`src/rtl/lsu_mem_pipe.sv`:
```
// lsu_mem_pipe
//   Consumer end of the LSU issue handshake. The block accepts one issued
//   load or store and computes its effective address. It then issues a
//   single valid/ready request to the DCache and waits for the response.
//   For a load it formats the returned word by size, sign and byte lane.
//   The result goes out on the writeback/CDB port.
//   Only one op is in flight at a time. A new op can be accepted in the same
//   cycle that the previous writeback is consumed.
//
// Build option
//   LSU_MISALIGN_CHECK_EN  When defined, a misaligned half or word access
//                          goes straight to writeback with wb_exc_o=1 and
//                          issues no DCache request. When undefined, the
//                          low address bits are forced to natural alignment
//                          and wb_exc_o is tied to 0.
//
// Ports
//   clk, rst_n (sync, active-low), flush (sync pipeline flush)
//   issue_*   : op from issue queue (valid/ready, store, size, signed,
//               base, offset, store data, ROB tag)
//   dc_req_*  : DCache request (valid/ready, word address, we, strobes,
//               lane-replicated write data)
//   dc_resp_* : DCache response (valid, read word); no backpressure
//   wb_*      : writeback (valid/ready, ROB tag, formatted data, exception)

module lsu_mem_pipe #(
   parameter int ROB_ID_W = 6
) (
   input  logic                clk,
   input  logic                rst_n,
   input  logic                flush,
   input  logic                issue_valid_i,
   output logic                issue_ready_o,
   input  logic                issue_store_i,
   input  logic [1:0]          issue_size_i,
   input  logic                issue_signed_i,
   input  logic [31:0]         issue_base_i,
   input  logic [31:0]         issue_offset_i,
   input  logic [31:0]         issue_wdata_i,
   input  logic [ROB_ID_W-1:0] issue_rob_id_i,
   output logic                dc_req_valid_o,
   input  logic                dc_req_ready_i,
   output logic [31:0]         dc_req_addr_o,
   output logic                dc_req_we_o,
   output logic [3:0]          dc_req_wstrb_o,
   output logic [31:0]         dc_req_wdata_o,
   input  logic                dc_resp_valid_i,
   input  logic [31:0]         dc_resp_data_i,
   output logic                wb_valid_o,
   input  logic                wb_ready_i,
   output logic [ROB_ID_W-1:0] wb_rob_id_o,
   output logic [31:0]         wb_data_o,
   output logic                wb_exc_o
);

   typedef enum logic [2:0] {IDLE, REQ, WAIT, WB, DRAIN} state_t;

   state_t state, state_nxt;

   logic                accept;
   logic signed [31:0]  addr_sum;
   logic [31:0]         addr_eff;
   logic                misalign;

   // Op registers: written only on accept or response, never reset.
   // All outputs are gated by state, so these registers are not visible
   // during reset.
   logic [31:0]         addr_q;
   logic                store_q;
   logic [1:0]          size_q;
   logic                signed_q;
   logic [ROB_ID_W-1:0] rob_q;
   logic [3:0]          wstrb_q;
   logic [31:0]         wdata_q;
   logic [31:0]         data_q;
`ifdef LSU_MISALIGN_CHECK_EN
   logic                exc_q;
`endif

   function automatic logic [3:0] store_strb(input logic [1:0] size, input logic [1:0] lane);
      case (size)
         2'd0:    return 4'b0001 << lane;
         2'd1:    return 4'b0011 << lane;
         default: return 4'b1111;
      endcase
   endfunction

   function automatic logic [31:0] store_data(input logic [1:0] size, input logic [31:0] wdata);
      case (size)
         2'd0:    return {4{wdata[7:0]}};
         2'd1:    return {2{wdata[15:0]}};
         default: return wdata;
      endcase
   endfunction

   function automatic logic [31:0] load_fmt(input logic [31:0] word, input logic [1:0] lane,
                                            input logic [1:0] size, input logic sgn);
      logic [31:0] sh;
      sh = word >> {lane, 3'b000};
      case (size)
         2'd0:    return sgn ? {{24{sh[7]}}, sh[7:0]}   : {24'h0, sh[7:0]};
         2'd1:    return sgn ? {{16{sh[15]}}, sh[15:0]} : {16'h0, sh[15:0]};
         default: return word;
      endcase
   endfunction

   // Offset is a sign-extended immediate; the sum wraps modulo 2^32.
   assign addr_sum = $signed(issue_base_i) + $signed(issue_offset_i);

`ifdef LSU_MISALIGN_CHECK_EN
   assign misalign = ((issue_size_i == 2'd1) && addr_sum[0]) ||
                     (issue_size_i[1] && (addr_sum[1:0] != 2'b00));
   assign addr_eff = addr_sum;
`else
   assign misalign = 1'b0;
   assign addr_eff = (issue_size_i == 2'd0) ? addr_sum :
                     (issue_size_i == 2'd1) ? {addr_sum[31:1], 1'b0} :
                                              {addr_sum[31:2], 2'b00};
`endif

   // Flush outranks any accept. Reset also holds ready low, so no op is
   // taken while rst_n is asserted.
   assign issue_ready_o = rst_n & ~flush &
                          ((state == IDLE) | ((state == WB) & wb_ready_i));
   assign accept = issue_valid_i & issue_ready_o;

   always_ff @(posedge clk) begin
      if (!rst_n) state <= IDLE;
      else        state <= state_nxt;
   end

   always_ff @(posedge clk) begin
      if (accept) begin
         addr_q   <= addr_eff;
         store_q  <= issue_store_i;
         size_q   <= issue_size_i;
         signed_q <= issue_signed_i;
         rob_q    <= issue_rob_id_i;
         wstrb_q  <= store_strb(issue_size_i, addr_eff[1:0]);
         wdata_q  <= store_data(issue_size_i, issue_wdata_i);
         data_q   <= '0;
`ifdef LSU_MISALIGN_CHECK_EN
         exc_q    <= misalign;
`endif
      end else if ((state == WAIT) && dc_resp_valid_i) begin
         data_q <= store_q ? 32'h0 : load_fmt(dc_resp_data_i, addr_q[1:0], size_q, signed_q);
      end
   end

   always_comb begin
      state_nxt      = state;
      dc_req_valid_o = 1'b0;
      dc_req_addr_o  = '0;
      dc_req_we_o    = 1'b0;
      dc_req_wstrb_o = '0;
      dc_req_wdata_o = '0;
      wb_valid_o     = 1'b0;
      wb_rob_id_o    = '0;
      wb_data_o      = '0;
      wb_exc_o       = 1'b0;

      case (state)
         IDLE: begin
            if (accept) state_nxt = misalign ? WB : REQ;
         end
         REQ: begin
            dc_req_valid_o = 1'b1;
            dc_req_addr_o  = {addr_q[31:2], 2'b00};
            dc_req_we_o    = store_q;
            dc_req_wstrb_o = store_q ? wstrb_q : 4'b0000;
            dc_req_wdata_o = store_q ? wdata_q : 32'h0;
            // If the request was handed off in the flush cycle, a response
            // is still owed and must be drained.
            if (flush)               state_nxt = dc_req_ready_i ? DRAIN : IDLE;
            else if (dc_req_ready_i) state_nxt = WAIT;
         end
         WAIT: begin
            // A response arriving together with flush is consumed here, so
            // nothing is left to drain.
            if (dc_resp_valid_i) state_nxt = flush ? IDLE : WB;
            else if (flush)      state_nxt = DRAIN;
         end
         WB: begin
            wb_valid_o  = 1'b1;
            wb_rob_id_o = rob_q;
            wb_data_o   = data_q;
`ifdef LSU_MISALIGN_CHECK_EN
            wb_exc_o    = exc_q;
`endif
            if (flush)           state_nxt = IDLE;
            else if (wb_ready_i) state_nxt = accept ? (misalign ? WB : REQ) : IDLE;
         end
         DRAIN: begin
            if (dc_resp_valid_i) state_nxt = IDLE;
         end
         default: state_nxt = IDLE;
      endcase
   end

endmodule

```
`config.mk`:
```
export PLATFORM = sky130hd
export DESIGN_NAME = lsu_mem_pipe
export DESIGN_NICKNAME = d
export VERILOG_FILES = /design/src/rtl/lsu_mem_pipe.sv
export SDC_FILE = /design/constraint.sdc
export NUM_CORES = 1
export LEC_CHECK = 0
export BUFFER_PORTS_ARGS = -buffer_cell sky130_fd_sc_hd__buf_2
export CAP_MARGIN = 0
export CELL_PAD_IN_SITES_DETAIL_PLACEMENT = 1
export CELL_PAD_IN_SITES_GLOBAL_PLACEMENT = 1
export CORE_MARGIN = 10
export CORE_UTILIZATION = 40
export DETAILED_ROUTE_END_ITERATION = 16
export PLACE_DENSITY = 0.91
export SLEW_MARGIN = 20
export SYNTH_ARGS = -nofsm -noshare
export SYNTH_HDL_FRONTEND = slang
export SYNTH_SLANG_ARGS = --single-unit
```
`constraint.sdc`:
```
create_clock -name clk -period 10.8 [get_ports clk]
set_clock_uncertainty 0.1 [all_clocks]
set_input_delay 1.62 -clock clk [delete_from_list [all_inputs] [get_ports clk]]
set_output_delay 1.62 -clock clk [all_outputs]
set_load 0.01 [all_outputs]
```
==> flow_summary.yaml <==
status:
  outcome: "completed"
clocking:
  post_cts_resized: 0
  htree_levels: 4
  cts_root_buffer: "clkbuf_16"
  clk_pin_slew_ns: 0.06
  cts_tree: "yes"
  cts_setup_buffers: 0
  postCtsHoldBufs: 0
  clk_latency_ns: 0.42
  ctsLongestPathBuffers: 2
  numCtsBuffers: 17
  cts.sinks: 113
setup_path:
  cp-end-kind: "output pin"
  required_ns: 9.08
  crit_family: "compound AO/OA/AOI/OAI gates"
  crit_fanout: 2
  worst-path-buf-inv: 2
  worstSetupPathType: "input port to output pin"
  crit_slowest_cell: "a2111oi_0"
  arrival_ns: 2.54
  crit_path_start_kind: "input port"
  crit_path_frequent_cell: "buf_2"
  critPathMaxStageDelay_ns: 0.52
  crit_chain: "buf_2, nand3_1, a2111oi_0, buf_2"
floorplanning:
  die_height_microns: 152.8
  die_w_microns: 152.8
  row_count: 48
  boundaryPins: 256
  core_sq_um: 17300
  die-area_sq_um: 23340
  start_util_pct: 40.77
yosys:
  synth_edf_count: 78
  ys_seq_area_share_pct: 43.15
  syn_avg_cell_area_sq_um: 9.328
  yosys_warnings: 0
  synth_top_flop_cell: "edfxtp_1"
  syn_inst: 756
  synthesis.area_sq_um: 7052
  async_reset_ff_share_pct: 0
  ys_ff_latch: 113
  synth_cell_type_count: 62
global_routing:
  grt.overflow.total: 0
  grt_pass1_wl_microns: 39520
  first_global_vias: 7283
  grt_max_degree: 85
  antenna_found_initial: 3
  grtUsageTotal_pct: 20.82
finish:
  area_growth_pct: 27.84
  final_nets: 1160
  utilization_pct: 52.12
  mostFrequentLayoutCells: "252 x buf_2, 78 x edfxtp_1, 76 x and3_1, 74 x nand2_1, 61 x a21oi_1"
  layout_commonest_cell: "buf_2"
  drive_gt1_share_pct: 31.43
placement:
  port_buffers: 252
  dp_hpwl_microns: 19470
  dpl_worst_slack_ns: 6.241
  routabilityCongestion: 0.9106
routing:
  first_pass_iters: 4
  wl_per_cell_microns: 20.86
  drc: 0
  avgViaCountPerCell: 5.521
  via_count: 6752
  ant_nets: 0
  drt-total-wl_microns: 25510
  drt_iter0_markers: 372
sta:
  rsz0062_at_grt: "false"
  tns_ns: 0
  setup_viol: 0
  fmax_mhz: 234.9
  final_max_slew_viol_count: 0
  hold_viol_final: 0
  slew_headroom_pct: 32.85
  finalCritPeriodShare_pct: 39.41
  fin_crit_ns: 4.256
  worst_pin_slew_ns: 1.007
  setup_ws_ns: 6.544
power:
  switching_share_pct: 25.42
  leakagePower_uw: 0.004344
  power_frac_seq_pct: 39.2
  p_sw_uw: 316.9
  p_clk_share_pct: 44.9
  p_int_uw: 929.9
  vdd_ir_drop_max_v: 0.0001091
  powerDensity_nw_per_um2: 138.3
  p_comb_share_pct: 15.8
run:
  cap_viol_max_count: 0
min_path:
  hold_path.class: "register to register"
[worst min-delay path, cell delays in order, from the launching register on]
cell	delay, ns
dfxtp_1	0.30
nand2_1	0.05
a21oi_1	0.05
[flip-flops by register name, summed over array words and instances, names as in the netlist, 2 cells and up]
signal,count
addr_q,32
data_q,32
state,3
wdata_q,32
size_q,2
wstrb_q,4
rob_q,6
[cell families (layout without fill, tap and decap cells)]
kind of cell               after synthesis  count (layout)  share of synthesized area, %
AOI/OAI and AO/OA                      199             199                         17.71
and+or+nand+nor                        284             284                         20.58
DFF                                    113             113                         43.15
xor gates and xnor gates                28              28                         3.478
muxes                                   34              34                         5.128
other                                    1               5                       0.05318
adders and majority gates               32              32                         5.784
buffers and inverters                   65             303                         4.116
[synth_stat cells (2+ instances only)]
library cell	count	area (sq um)
a2111oi_0	8	70.07
a21boi_0	3	22.52
a21o_1	13	97.59
a21oi_1	61	305.3
a22oi_1	16	120.1
a311oi_1	3	26.28
a31oi_1	6	37.54
a41oi_1	3	26.28
and2_1	39	244.0
and3_1	76	475.5
buf_4	4	30.03
buf_6	4	45.04
clkbuf_1	42	157.7
dfxtp_1	35	700.7
edfxtp_1	78	2342
ha_1	31	387.9
inv_1	13	48.80
mux2_2	17	191.4
mux2i_1	17	170.2
nand2_1	74	277.8
nand2b_1	4	25.02
nand3_1	11	55.05
nand4_1	4	25.02
nor2_1	54	202.7
nor2b_1	7	43.79
nor3_1	4	20.02
o211ai_1	4	30.03
o21a_1	3	22.52
o21ai_0	49	245.2
o21ai_1	9	45.04
o21ai_2	2	17.52
o21bai_1	3	22.52
o31ai_1	2	15.01
or2_2	2	12.51
or4_1	2	15.01
xnor2_1	17	148.9
xor2_1	11	96.34
[final cells by class]
class / instances / area [sq um]
clock buffer: 25 / 529.3
sequential: 113 / 3043
inverter: 13 / 48.80
tap: 225 / 281.5
fill: 2084 / 8282
antenna: 2 / 5.005
multi-input combinational: 580 / 3736
clock inverter: 7 / 65.06
timing repair buffer: 258 / 1306
[path summary, 6_finish.rpt]
path,slack [ns],end,cells after the start,start
setup / recovery,6.54,issue_ready_o,4,wb_ready_i
hold / removal,0.35,data_q[24]$_SDFFE_PP0P_,2,data_q[24]$_SDFFE_PP0P_
setup reg to reg,7.21,state[1]$_SDFFE_PN0P_,9,state[0]$_SDFFE_PN0P_
hold reg to reg,0.35,data_q[24]$_SDFFE_PP0P_,2,data_q[24]$_SDFFE_PP0P_
[metal layers]
layer	share of wire [%]	track usage (%)
met3	6.4	6.097
met4	2.5	6.948
met1	40	23.49
met5	0.043	0
met2	51	36.66
[power groups by stage]
stage	logic [uW]	registers, uW	clock network (uW)
6_report	197	489	560
5_1_grt	218	490	585
4_1_cts	196	489	567
3_3_place_gp	186	497	0
3_5_place_dp	194	498	0
2_1_floorplan	125	496	0
[per-stage QoR]
stage	instances	area [sq um]	total power, uW	hold WS (ns)
detailed placement	1189	8416	692.3	0.3427
CTS	1221	9010	1253	0.3501
global route	1223	9015	1294	0.3586
floorplan	758	7059	620.5	0.3275
global placement	1189	8416	683.5	0.3340
finish	1223	9015	1247	0.3490
(Power assumes the default switching activity.)
